**src/rtl/sram_port_arbiter.sv**
```systemverilog
`default_nettype none
// ============================================================================
// Module  : sram_port_arbiter
// Brief   : Round-robin arbiter that shares one single-port SRAM macro between
//           two burst requesters and sequences the macro pins cycle by cycle.
// Revision: 1.0 - initial release
// ============================================================================
module sram_port_arbiter #(
    parameter int ADDR_W = 14,
    parameter int DATA_W = 32,
    parameter int LEN_W  = 4
) (
    input  logic                  clk,
    input  logic                  rst,
    input  logic                  m0_req,
    input  logic                  m0_write,
    input  logic [ADDR_W-1:0]     m0_addr,
    input  logic [LEN_W-1:0]      m0_len,
    input  logic                  m0_wvalid,
    input  logic [DATA_W-1:0]     m0_wdata,
    input  logic [DATA_W/8-1:0]   m0_wstrb,
    output logic                  m0_gnt,
    output logic                  m0_wready,
    output logic                  m0_rvalid,
    output logic [DATA_W-1:0]     m0_rdata,
    output logic                  m0_done,
    input  logic                  m1_req,
    input  logic                  m1_write,
    input  logic [ADDR_W-1:0]     m1_addr,
    input  logic [LEN_W-1:0]      m1_len,
    input  logic                  m1_wvalid,
    input  logic [DATA_W-1:0]     m1_wdata,
    input  logic [DATA_W/8-1:0]   m1_wstrb,
    output logic                  m1_gnt,
    output logic                  m1_wready,
    output logic                  m1_rvalid,
    output logic [DATA_W-1:0]     m1_rdata,
    output logic                  m1_done,
    output logic                  sram_cs,
    output logic                  sram_oe,
    output logic [DATA_W/8-1:0]   sram_web,
    output logic [ADDR_W-1:0]     sram_a,
    output logic [DATA_W-1:0]     sram_di,
    input  logic [DATA_W-1:0]     sram_do
);

    localparam int c_NB = DATA_W / 8;

    typedef enum logic [1:0] {
        S_IDLE   = 2'd0,
        S_READ   = 2'd1,
        S_RDRAIN = 2'd2,
        S_WRITE  = 2'd3
    } state_t;

    state_t              r_state;
    state_t              w_state_nxt;
    logic                r_owner;
    logic                r_last_gnt;
    logic                r_rd_pend;
    logic [ADDR_W-1:0]   r_base;
    logic [LEN_W-1:0]    r_len;
    logic [LEN_W-1:0]    r_cnt;

    logic                w_gnt_vld;
    logic                w_gnt_id;
    logic                w_sel_write;
    logic [ADDR_W-1:0]   w_sel_addr;
    logic [LEN_W-1:0]    w_sel_len;
    logic                w_own_wvalid;
    logic [DATA_W-1:0]   w_own_wdata;
    logic [c_NB-1:0]     w_own_wstrb;
    logic [ADDR_W-1:0]   w_addr;
    logic                w_last_beat;
    logic                w_beat;
    logic                w_done;
    logic                w_wready;

    // On a tie the requester that was not served last wins.
    assign w_gnt_id    = (m0_req && m1_req) ? ~r_last_gnt : ~m0_req;
    assign w_gnt_vld   = (r_state == S_IDLE) && (m0_req || m1_req);
    assign w_sel_write = w_gnt_id ? m1_write : m0_write;
    assign w_sel_addr  = w_gnt_id ? m1_addr  : m0_addr;
    assign w_sel_len   = w_gnt_id ? m1_len   : m0_len;

    assign w_own_wvalid = r_owner ? m1_wvalid : m0_wvalid;
    assign w_own_wdata  = r_owner ? m1_wdata  : m0_wdata;
    assign w_own_wstrb  = r_owner ? m1_wstrb  : m0_wstrb;
    assign w_addr       = r_base + ADDR_W'(r_cnt);
    assign w_last_beat  = (r_cnt == r_len);

    always_comb begin
        w_state_nxt = r_state;
        sram_cs     = 1'b0;
        sram_oe     = 1'b0;
        sram_web    = '1;
        sram_a      = '0;
        sram_di     = '0;
        w_beat      = 1'b0;
        w_done      = 1'b0;
        w_wready    = 1'b0;
        case (r_state)
            S_IDLE: begin
                if (w_gnt_vld) begin
                    w_state_nxt = w_sel_write ? S_WRITE : S_READ;
                end
            end
            S_READ: begin
                sram_cs = 1'b1;
                sram_oe = 1'b1;
                sram_a  = w_addr;
                if (w_last_beat) begin
                    w_state_nxt = S_RDRAIN;
                end
            end
            S_RDRAIN: begin
                w_done      = 1'b1;
                w_state_nxt = S_IDLE;
            end
            S_WRITE: begin
                sram_cs  = 1'b1;
                w_wready = 1'b1;
                sram_a   = w_addr;
                sram_di  = w_own_wdata;
                if (w_own_wvalid) begin
                    sram_web = ~w_own_wstrb;
                    w_beat   = 1'b1;
                    if (w_last_beat) begin
                        w_done      = 1'b1;
                        w_state_nxt = S_IDLE;
                    end
                end
            end
            default: w_state_nxt = S_IDLE;
        endcase
    end

    always_ff @(posedge clk) begin
        if (rst) begin
            r_state    <= S_IDLE;
            r_last_gnt <= 1'b1;
            r_cnt      <= '0;
            r_rd_pend  <= 1'b0;
            r_owner    <= 1'b0;
            r_base     <= '0;
            r_len      <= '0;
        end else begin
            r_state   <= w_state_nxt;
            // Macro data appears one cycle after its address.
            r_rd_pend <= (r_state == S_READ);
            case (r_state)
                S_IDLE: begin
                    if (w_gnt_vld) begin
                        r_owner <= w_gnt_id;
                        r_base  <= w_sel_addr;
                        r_len   <= w_sel_len;
                        r_cnt   <= '0;
                    end
                end
                S_READ:   r_cnt <= r_cnt + LEN_W'(1);
                S_RDRAIN: r_last_gnt <= r_owner;
                S_WRITE: begin
                    if (w_beat) begin
                        r_cnt <= r_cnt + LEN_W'(1);
                        if (w_last_beat) begin
                            r_last_gnt <= r_owner;
                        end
                    end
                end
                default: ;
            endcase
        end
    end

    assign m0_gnt    = w_gnt_vld && !w_gnt_id;
    assign m1_gnt    = w_gnt_vld &&  w_gnt_id;
    assign m0_wready = w_wready && !r_owner;
    assign m1_wready = w_wready &&  r_owner;
    assign m0_done   = w_done && !r_owner;
    assign m1_done   = w_done &&  r_owner;
    assign m0_rvalid = r_rd_pend && !r_owner;
    assign m1_rvalid = r_rd_pend &&  r_owner;
    assign m0_rdata  = m0_rvalid ? sram_do : '0;
    assign m1_rdata  = m1_rvalid ? sram_do : '0;

endmodule
`default_nettype wire

```
**config.mk**
```make
export PLATFORM = sky130hd
export DESIGN_NAME = sram_port_arbiter
export DESIGN_NICKNAME = d
export VERILOG_FILES = /design/src/rtl/sram_port_arbiter.sv
export SDC_FILE = /design/constraint.sdc
export NUM_CORES = 1
export LEC_CHECK = 0
export BUFFER_PORTS_ARGS = -buffer_cell sky130_fd_sc_hd__clkbuf_2
export CAP_MARGIN = 20
export CORE_AREA = 5 5 103 105
export DETAILED_ROUTE_END_ITERATION = 8
export DIE_AREA = 0 0 108 110
export GPL_TIMING_DRIVEN = 0
export HOLD_SLACK_MARGIN = 0.02
export PLACE_DENSITY = 0.68
export SYNTH_ARGS = -nofsm -noshare
export SYNTH_HDL_FRONTEND = slang
export SYNTH_SLANG_ARGS = --single-unit
```
**constraint.sdc**
```tcl
create_clock -name clk -period 4.72 [get_ports clk]
set_clock_uncertainty 0.2 [all_clocks]
set_input_delay 0.236 -clock clk [delete_from_list [all_inputs] [get_ports clk]]
set_output_delay 0.236 -clock clk [all_outputs]
set_load 0.02 [all_outputs]
```
* Yosys cells after proc, flatten, opt, wreduce, memory -nomap -nowiden *
Cells that the tools add are included.
Widths: inputs -> output; s select.

operators by class
  add/subtract/negate cells = 2
  eq/ne operators = 9
  multiplexer cells = 33
  bitwise gates (word level) = 3
  reduce and logical (&&, ||, !) cells = 21

operators by type and width
  operator             number
  $mux 32              4
  $mux 14              2
  $mux 4               6
  $add 14x4->14        1
  $mux 1               12
  $pmux 4 s3           1
  $logic_and 1x1->1    10
  $mux 2               5
  $ne 2x2->1 const B   5
  $pmux 2 s4           1
  $reduce_and 3->1     2
  $add 4x1->4 const B  1
  $eq 2x2->1 const B   2
  $eq 4x4->1           1
  $not 4->4            1
  $pmux 1 s2           2
  $reduce_and 4->1     1
  $reduce_bool 3->1    1
  $eq 2x1->1 const B   1
  $logic_not 1->1      2
  $logic_not 2->1      1
  $not 1->1            2
  $reduce_and 2->1     1
  $reduce_bool 2->1    1
  2 further kinds      2

word-level totals
  register bits after elaboration = 27
  input bits = 148
  output and inout port bits = 124
  word-level logic and storage cells = 75

* Longest topological paths before layout *
Gate-level depths: netlist of run 1.

  depth after elaboration = 6
  gate-level depth with buffers = 7
  mapped depth without buffers = 6

* Least setup slack after synthesis of run 1 *
Ideal clock, no wire load.

  path type = flip-flop to output port
  start = reg r_cnt[0]
  end = out sram_a[12]
  data arrival time = 1.968 ns
  data required time = 4.284 ns
  slack = 2.316 ns
  cell stages (with the launch flop) = 7
  cells stage by stage = dfxtp_1 -> ha_1 -> fa_1 -> a211oi_1 -> or2_2 -> or3_1 -> a21oi_1

on the way
  cells in the longest elaborated chain, start to end = 2

ends and longest elaborated chain
  item                    RTL line  RTL
  from (decl)             63        logic [LEN_W-1:0] r_cnt;
  from (signal assigned)  160       S_READ: r_cnt <= r_cnt + LEN_W'(1);
  from (signal assigned)  164       r_cnt <= r_cnt + LEN_W'(1);
  $add 14x4->14           89        assign w_addr = r_base + ADDR_W'(r_cnt);
  $mux 14                 102       case (r_state)
  to (decl)               42        output logic [ADDR_W-1:0] sram_a,

No other way between the ends.

* Final worst setup path of run 1 *
Ends and elaborated chain as after synthesis.

==> results.tsv, run 1 <==
stage	metric	value	unit
outcome	run status	finished clean	
yosys	Synth Register Bits	27	
sta	RSZ-0062 raised after global routing	no	
sta	Final setup viols	0	
layout	area delta synth->final	68.6	%
yosys	Synthesized Nets	480	
cts	Clock Latency Late Sink	270	ps
global_routing	largest net degree at the start of global routing	16	
global_routing	Total GRT Usage	19.5	%
cts	CTS root buffer	clkbuf_8	
sta	Slew Limit Headroom	57.1	%
power	worst vdd ir	0.173	mV
layout	layout cells sized above 1	48.0	%
sta	number of hold violations in the final report	0	
power	switching share of power	47.2	%
critical_path	crit path kind	reg2out	
cts	sinks on the clock net	27	
cts	post-CTS sizing	0	
critical_path	Worst EP required	4280	ps
yosys	post-synthesis sequential area ratio	21.7	%
power	Psw	0.543	mW
yosys	Synth Instances	326	
power	Flop pwr share	28.7	%
power	PD cells	273	nW/µm²
critical_path	Worst Setup End Kind	output port	
cts	post-CTS setup buffers	0	
global_routing	grt total ovfl	0	
layout	nets@finish	769	
floorplan	Core ar.	9550	µm²
drt	DR vias	3692	
critical_path	worst reg2reg path depth	7	
layout	Util after Layout	44.1	%
run	Max Cap Violations	0	
cts	hold buffers post-CTS	14	
cts	TritonCTS Buffers	3	
power	Comb pwr share	59.7	%
critical_path	Critical Path Sink	sram_a[12]	
yosys	yosys warns	0	
layout	most frequent cells in the layout	clkbuf_2 (270), and3_1 (37), and2_1 (37), a22o_1 (32), dfxtp_1 (27)	
sta	Max Slew Vio Count	0	
drt	Remaining DRCs	0	
yosys	post-synth top area share	21.7	%
yosys	Synth area leader	dfxtp_1	
floorplan	die height	110	µm
drt	DR vias/cell	4.92	
layout	most common cell after layout, fill and taps aside	clkbuf_2	
yosys	async set or reset register ratio after synthesis	0	%
cts	TritonCTS clock tree	built	
power	cell internal pwr	0.607	mW
global_routing	first-pass GRT wire length	18300	µm
yosys	mapped cell area	2490	µm²
drt	initial DRC count	209	
yosys	Synth cell types	52	
power	part of the power in the clock network	11.6	%
global_routing	vias in the first global route	3421	
layout	Fillers	994	
critical_path	R2R Path Start	r_last_gnt	
critical_path	crit path from	r_cnt[0]	
critical_path	CP arrival	2440	ps
cts	H-tree level count	1	
critical_path	critical path's top delay family	compound AO/OA/AOI/OAI gates	
sta	fmax	348	MHz
placement	GP Congestion	0.862	
floorplan	die area	11900	µm²
sta	setup TNS	0	ps
critical_path	crit start category	flip-flop	
critical_path	Critical Path Slowest Stage Cell	a211oi_1	
min_path	worst hold path type	in2reg	
sta	Period minus WS final	2870	ps
critical_path	Worst path max stage delay	450	ps
cts	clock-pin slew on the worst setup and hold paths	90	ps
critical_path	reg-to-reg slack, setup	2520	ps
floorplan	Die Wd	108	µm
placement	IO Port Bufs	270	
drt	first-pass iteration count of the detailed router	7	
yosys	average size of a mapped cell	7.65	µm²
drt	post-route ant nets	0	
critical_path	worst path bufs/invs	1	
critical_path	reg2reg end	r_base[0]	
drt	mean routed wirelength per cell	17.4	µm
floorplan	row cnt	36	
placement	Detailed Place HPWL	11300	µm
yosys	number of synthesized flops with an enable pin	0	
critical_path	critical path depth	7	
yosys	synth top area cells	dfxtp_1 (22%), a22o_1 (11%), and2_1 (9.3%), and3_1 (9.3%), nand2_1 (3.8%)	
drt	Post-Route WL	13000	µm
cts	Max clock buf depth	2	
power	Pleak	2.36	nW
yosys	Main synth FF type	dfxtp_1	
floorplan	IO Pins	272	
global_routing	initial antenna violation count	7	
floorplan	Starting Density	26.1	%
critical_path	CP cell instances	ha_1 -> fa_1 -> a211oi_1 -> or2_2 -> o21ai_0 -> a21oi_1 -> clkbuf_2	
critical_path	CP Max Fanout	7	
sta	Period Utilization, post-route	60.9	%
sta	measured slew at the worst slew-check pin	638	ps
-- stage by stage --
stage	area, µm²	instances	setup WS, ps	hold slack (ps)	total power [mW]
after floorplan	2490	326	2320	153	0.750
after global placement	4010	729	2170	238	0.989
after detailed placement	4010	729	2160	240	1.00
after CTS	4200	747	1840	21.9	1.15
after global routing	4210	750	1620	25.8	1.24
final	4210	750	1850	23.9	1.15
-- worst min path at each step --
stage / from / to / depth (start not counted)
2_1_floorplan: m1_addr[0] / r_base[0] / 2
3_3_place_gp: r_base[0] / r_base[0] / 2
3_5_place_dp: r_base[0] / r_base[0] / 2
4_1_cts: m0_addr[9] / r_base[9] / 3
5_1_grt: m0_addr[5] / r_base[5] / 3
6_report: m0_addr[7] / r_base[7] / 3
-- logic make-up after synthesis --
group | Yosys count | synth area share [%]
buffers and inverters | 37 | 6.42
XOR/XNOR | 11 | 3.86
AO/OA/AOI/OAI | 91 | 28.9
flip-flops | 27 | 21.7
multiplexers | 4 | 2.26
AND/OR/NAND/NOR | 150 | 33.6
adder cells (fa/ha/maj) | 6 | 3.31
-- area by class of cell --
type	instances	area (µm²)	share of cell area, %
plain buffers	31	138	3.27
inverters	6	22.5	0.535
clock buffers	3	41.3	0.982
diodes	3	7.51	0.178
well taps	133	166	3.96
flip-flops and latches	27	541	12.8
repair buffers	284	1490	35.5
clock inverters	1	5.00	0.119
multi-input cells	262	1790	42.7
-- worst min-delay path, stage by stage --
cell and delay, ps:
clkbuf_2 80, a222oi_1 70, nor2_1 90
-- flip-flops by register name, indices dropped and copies added (netlist names) --
name,cells
r_last_gnt,1
r_base,14
r_state,2
r_owner,1
r_cnt,4
r_rd_pend,1
r_len,4
-- power groups by stage --
stage | clock network, mW | logic, mW | registers [mW]
final | 0.133 | 0.687 | 0.330
after floorplan | 0 | 0.432 | 0.318
after global routing | 0.146 | 0.755 | 0.337
after CTS | 0.135 | 0.688 | 0.330
after detailed placement | 0 | 0.670 | 0.335
after global placement | 0 | 0.656 | 0.332
-- routing by layer --
layer  wire length, µm  global-route usage [%]
met2              6060                    31.5
met1              4930                    24.0
met4               142                    2.43
met5                48                       0
met3              1850                    10.1
-- Yosys cell counts (2+ instances only) --
master	instances
and2_1	37
and3_1	37
a22o_1	32
dfxtp_1	27
nand2_1	25
clkbuf_1	21
nor2_1	21
a21oi_1	10
o21ai_0	9
a222oi_1	8
buf_2	8
xnor2_1	8
a32oi_1	7
inv_1	6
ha_1	5
a22oi_1	4
nor3_1	4
or3_1	4
a21o_1	3
mux2_2	3
nand3_1	3
o21a_1	3
xor2_1	3
a211oi_1	2
and3_2	2
nand2b_1	2
nand4_1	2
nor2b_1	2
nor3b_1	2
nor4b_1	2
o21ai_1	2
or2_2	2
No activity file was read; power rests on OpenSTA's default activity.
==> run 2: changes to the inputs <==
Settings changed: PLACE_DENSITY 0.68 to 0.71.
Clock period 4.72 ns to 2.5 ns, I/O delays scaled along.
==> run 2 against run 1 <==
  * Final cell count is 3.3% higher
  * Clock power is 90% higher
  * Count of clock-buffer cells in the layout stayed put
  * Setup slack worse by 1800 ps
  * Power is 100% higher
  * Core utilization is 3.7 points higher
  * Sequential share of layout area is 0.81 points lower
  * Critical path depth stayed put
  * Register-to-register slack worse by 2300 ps
  * First-iteration DRC count is 55% higher
  * Critical endpoint is now sram_a[4]
  * Design area is 8.5% higher
  * Largest power group unchanged
==> results.tsv, run 2 (synthesis results as in run 1) <==
stage	metric	value	unit	change
outcome	run status	finished clean		unchanged
sta	Period minus WS final	2430	ps	
floorplan	row cnt	36		unchanged
power	switching share of power	45.9	%	was 47.2%
layout	largest registers	r_base (14), r_cnt (4), r_len (4)		unchanged
global_routing	vias in the first global route	3505		was 3421
floorplan	die height	110	µm	unchanged
sta	RSZ-0062 raised after global routing	no		unchanged
critical_path	crit start category	flip-flop		unchanged
power	Flop pwr share	27.3	%	was 28.7%
critical_path	CP Max Fanout	2		was 7
cts	Max clock buf depth	2		unchanged
cts	clock-pin slew on the worst setup and hold paths	100	ps	was 90 ps
layout	most common cell after layout, fill and taps aside	clkbuf_2		unchanged
power	worst vdd ir	0.326	mV	was 0.173 mV
placement	GP Congestion	0.818		was 0.862
sta	Period Utilization, post-route	97.1	%	
layout	number of flip-flops under the largest register name	14		unchanged
layout	area delta synth->final	82.9	%	was 68.6%
power	part of the power in the clock network	10.9	%	was 11.6%
cts	CTS root buffer	clkbuf_8		unchanged
layout	nets@finish	796		was 769
drt	post-route ant nets	0		unchanged
cts	TritonCTS clock tree	built		unchanged
cts	sinks on the clock net	27		unchanged
layout	Biggest register	r_base		unchanged
run	Max Cap Violations	0		unchanged
global_routing	first-pass GRT wire length	18400	µm	was 18300 µm
sta	measured slew at the worst slew-check pin	680	ps	was 638 ps
critical_path	Worst EP required	2170	ps	was 4280 ps
layout	Util after Layout	47.8	%	was 44.1%
drt	DR vias	3864		was 3692
sta	fmax	412	MHz	
power	PD cells	508	nW/µm²	was 273 nW/µm²
drt	DR vias/cell	4.99		was 4.92
layout	most frequent cells in the layout	clkbuf_2 (268), and2_1 (37), and3_1 (36), dlygate4sd3_1 (36), a22o_1 (32)		was clkbuf_2 (270), and3_1 (37), and2_1 (37), a22o_1 (32), dfxtp_1 (27)
min_path	worst hold path type	in2reg		unchanged
layout	Design Area, Final	4560	µm²	was 4210 µm²
power	Pleak	2.47	nW	was 2.36 nW
drt	Remaining DRCs	0		unchanged
critical_path	crit path kind	reg2out		unchanged
drt	initial DRC count	324		was 209
cts	Clock Latency Late Sink	280	ps	was 270 ps
floorplan	Starting Density	26.1	%	unchanged
floorplan	die area	11900	µm²	unchanged
layout	layout cells sized above 1	49.0	%	was 48.0%
floorplan	IO Pins	272		unchanged
global_routing	grt total ovfl	0		unchanged
sta	Slew Limit Headroom	54.4	%	was 57.1%
drt	first-pass iteration count of the detailed router	7		unchanged
sta	number of hold violations in the final report	0		unchanged
power	Comb pwr share	61.8	%	was 59.7%
drt	Post-Route WL	13300	µm	was 13000 µm
floorplan	Die Wd	108	µm	unchanged
sta	Max Slew Vio Count	0		unchanged
critical_path	CP arrival	2100	ps	was 2440 ps
cts	H-tree level count	1		unchanged
sta	Final setup viols	0		unchanged
floorplan	Core ar.	9550	µm²	unchanged
placement	Detailed Place HPWL	11100	µm	was 11300 µm
global_routing	Total GRT Usage	19.5	%	about the same
power	Psw	1.07	mW	was 0.543 mW
placement	placed cell area	4010	µm²	unchanged
power	cell internal pwr	1.25	mW	was 0.607 mW
critical_path	Worst Setup End Kind	output port		unchanged
drt	mean routed wirelength per cell	17.1	µm	was 17.4 µm
global_routing	initial antenna violation count	5		was 7
cts	TritonCTS Buffers	3		unchanged
global_routing	largest net degree at the start of global routing	16		unchanged
placement	IO Port Bufs	270		unchanged
## run 2: power by group through the flow
stage	sequential, mW	combinational, mW	clock [mW]
final	0.633	1.43	0.253
after global routing	0.645	1.56	0.282
after CTS	0.623	1.41	0.258
after detailed placement	0.630	1.25	0
after global placement	0.627	1.23	0
after floorplan	0.600	0.816	0
## run 2: path summary, 6_finish.rpt
kind,from,end,slack [ps],cells after the start
max,r_cnt[0],sram_a[4],70,7
min,rst,r_base[10],60,2
max reg2reg,r_last_gnt,r_base[2],210,6
min reg2reg,r_len[3],r_len[3],260,2
## run 2: routing by layer
metal	up-vias	global-route usage (%)	part of all wire, %
met2	202	31.7	47
met4	8	2.61	0.96
met5	-	0	0.29
met3	20	7.75	12
met1	1777	25.2	40
li1	1857	-	-
## run 2: layout make-up
type | instances | area, µm²
Multi-Input combinational cell | 263 | 1880
Inverter | 6 | 22.5
Clock buffer | 3 | 41.3
Buffer | 31 | 139
Antenna cell | 1 | 2.50
Clock inverter | 1 | 5.00
Timing Repair Buffer | 310 | 1750
Tap cell | 133 | 166
Fill cell | 946 | 4990
Sequential cell | 27 | 549
## run 2: repair_timing
action / 4_1_cts / 5_1_grt
endpoints found under the hold margin: 18 / 0
endpoints found under the setup margin: 10 / 11
hold buffers: 36 / 0
pin swaps: 3 / 4
gates cloned: 0 / 1
setup buffers: 3 / 1
resized for setup: 15 / 10
## run 2: critical path, cell delays in order, from the launching register on
cell      delay (ps)
dfxtp_4          370
ha_4             150
fa_2             370
buf_4            150
a21o_1           170
a211o_1          290
and3_4           180
clkbuf_8         140
## run 2: through the flow
stage          hold WS, ps  power, mW  std cells  setup slack (ps)  setup TNS, ps
2_1_floorplan         41.6       1.42        326               207              0
3_3_place_gp           134       1.86        729              70.9              0
3_5_place_dp           135       1.88        729             -28.9          -28.9
4_1_cts               67.6       2.29        772              3.27              0
5_1_grt               93.5       2.49        775              5.29              0
6_report              62.9       2.32        775              72.4              0
==> run 3: changes to the inputs <==
Settings changed: GPL_ROUTABILITY_DRIVEN set to 0, GPL_TIMING_DRIVEN 0 to unset, SKIP_CTS_REPAIR_TIMING set to 1.
==> run 3 against run 2 <==
  * Wire length is essentially flat
  * Non-clock buffer count shrank 24
  * Via count shrank 2.0%
  * First-iteration DRC count grew 5.2%
  * Register-to-register slack gained 330 ps
  * Global-route usage shrank 1.3 points
  * Critical path depth shrank 1
  * Count of clock-buffer cells in the layout is the same
  * Critical path type unchanged
  * Hold slack gained 11 ps
  * Critical endpoint is now sram_a[13]
  * Setup slack lost 15 ps
  * Sequential power grew 3%
  * Power shrank 5.1%
==> results.tsv, run 3 (synthesis results as in run 1) <==
stage	metric	value	unit	change
global_routing	Total GRT Usage	18.2	%	was 19.5%
layout	antenna cells	0		was 1
floorplan	Core ar.	9550	µm²	unchanged
sta	Final WS setup	57.0	ps	was 72.4 ps
layout	nets@finish	772		was 796
drt	initial DRC count	341		was 324
critical_path	CP arrival	2120	ps	was 2100 ps
cts	Max clock buf depth	2		unchanged
critical_path	Worst Setup End Kind	output port		unchanged
floorplan	IO Pins	272		unchanged
placement	Detailed Place HPWL	10700	µm	was 11100 µm
power	Pleak	2.46	nW	was 2.47 nW
critical_path	Worst EP required	2170	ps	about the same
sta	Max Slew Vio Count	0		unchanged
placement	dpl ws	140	ps	was -28.9 ps
min_path	worst hold path type	in2reg		unchanged
critical_path	crit start category	flip-flop		unchanged
critical_path	crit path kind	reg2out		unchanged
global_routing	first-pass GRT wire length	17000	µm	was 18400 µm
critical_path	critical path's top delay family	simple AND/OR/NAND/NOR gates		was adder cells
layout	number of flip-flops under the largest register name	14		unchanged
layout	Fillers	941		was 946
drt	DR vias/cell	5.05		was 4.99
critical_path	worst path bufs/invs	1		was 2
sta	Slew Limit Headroom	50.0	%	was 54.4%
run	Max Cap Violations	0		unchanged
cts	Clock Latency Late Sink	290	ps	was 280 ps
cts	TritonCTS Buffers	3		unchanged
floorplan	die area	11900	µm²	unchanged
global_routing	vias in the first global route	3133		was 3505
floorplan	row cnt	36		unchanged
sta	Period Utilization, post-route	97.7	%	was 97.1%
floorplan	Starting Density	26.1	%	unchanged
drt	mean routed wirelength per cell	17.7	µm	was 17.1 µm
layout	Design Area, Final	4460	µm²	was 4560 µm²
sta	number of hold violations in the final report	0		unchanged
sta	Hold WS	73.6	ps	was 62.9 ps
global_routing	grt total ovfl	0		unchanged
critical_path	CP Max Fanout	5		was 2
drt	DR vias	3788		was 3864
global_routing	largest net degree at the start of global routing	38		was 16
critical_path	crit path from	r_cnt[2]		was r_cnt[0]
critical_path	R2R Path Start	r_state[1]		was r_last_gnt
drt	first-pass iteration count of the detailed router	7		unchanged
critical_path	Critical Path Slowest Stage Cell	or4_1		was dfxtp_4
critical_path	Worst path max stage delay	420	ps	was 370 ps
placement	placed cell area	3950	µm²	was 4010 µm²
sta	fmax	409	MHz	was 412 MHz
layout	area delta synth->final	78.9	%	was 82.9%
placement	IO Port Bufs	271		was 270
floorplan	Die Wd	108	µm	unchanged
drt	post-route ant nets	0		unchanged
critical_path	CP cell instances	ha_4 -> and3_2 -> a221oi_2 -> or4_1 -> a21oi_1 -> buf_2		was ha_4 -> fa_2 -> buf_4 -> a21o_1 -> a211o_1 -> and3_4 -> clkbuf_8
layout	layout cells sized above 1	49.9	%	was 49.0%
cts	CTS root buffer	clkbuf_8		unchanged
sta	measured slew at the worst slew-check pin	751	ps	was 680 ps
cts	sinks on the clock net	27		unchanged
drt	Remaining DRCs	0		unchanged
sta	Final setup viols	0		unchanged
outcome	run status	finished clean		unchanged
layout	most frequent cells in the layout	clkbuf_2 (269), and3_1 (37), and2_1 (37), dlygate4sd3_1 (36), a22o_1 (32)		was clkbuf_2 (268), and2_1 (37), and3_1 (36), dlygate4sd3_1 (36), a22o_1 (32)
floorplan	die height	110	µm	unchanged
global_routing	initial antenna violation count	5		unchanged
cts	clock-pin slew on the worst setup and hold paths	110	ps	was 100 ps
power	worst vdd ir	0.295	mV	was 0.326 mV
cts	H-tree level count	1		unchanged
layout	most common cell after layout, fill and taps aside	clkbuf_2		unchanged
layout	largest registers	r_base (14), r_cnt (4), r_len (4)		unchanged
sta	Period minus WS final	2440	ps	was 2430 ps
cts	TritonCTS clock tree	built		unchanged
min_path	worst hold start	rst		unchanged
drt	Post-Route WL	13300	µm	about the same
layout	Biggest register	r_base		unchanged
power	PD cells	493	nW/µm²	was 508 nW/µm²
[run 3: area by class of cell]
type | count | area [µm²] | share of cell area, %
clock inverter | 1 | 5.00 | 0.112
inverter | 6 | 22.5 | 0.505
sequential | 27 | 543 | 12.2
clock buffer | 3 | 41.3 | 0.925
tap | 133 | 166 | 3.73
timing repair buffer | 317 | 1790 | 40.2
multi-input combinational | 263 | 1890 | 42.4
[run 3: routing by layer]
layer	vias to the layer above	global-route usage, %	routed length [µm]
li1	1795	-	-
met1	1714	24.2	5120
met5	-	0	69
met2	230	27.9	6140
met3	39	7.34	1640
met4	10	3.61	302
[run 3: final timing paths]
kind,endpoint,slack (ps),cells after the start
min reg2reg,r_len[1],260,2
max reg2reg,r_len[2],540,4
max,sram_a[13],60,6
min,r_base[12],70,2
[run 3: worst reg2reg max path, cell delays in order (launching register included)]
cell and delay, ps:
dfxtp_1 450, nor2_1 220, and3_1 680, a22oi_1 150
o21ai_0 180
[run 3: power by group]
group | internal (mW) | total, mW | switching [mW]
clock | 0.112 | 0.263 | 0.150
sequential | 0.523 | 0.652 | 0.129
combinational | 0.521 | 1.29 | 0.764
[run 3: metrics by stage]
step / TNS (ps) / util (%) / std cells / power (mW)
2_1_floorplan: 0 / - / 326 / 1.42
3_3_place_gp: 0 / 41.4 / 708 / 1.83
3_5_place_dp: 0 / 41.4 / 708 / 1.86
4_1_cts: -874 / 41.9 / 712 / 2.12
5_1_grt: -13.2 / 46.7 / 750 / 2.35
6_report: 0 / 46.7 / 750 / 2.20
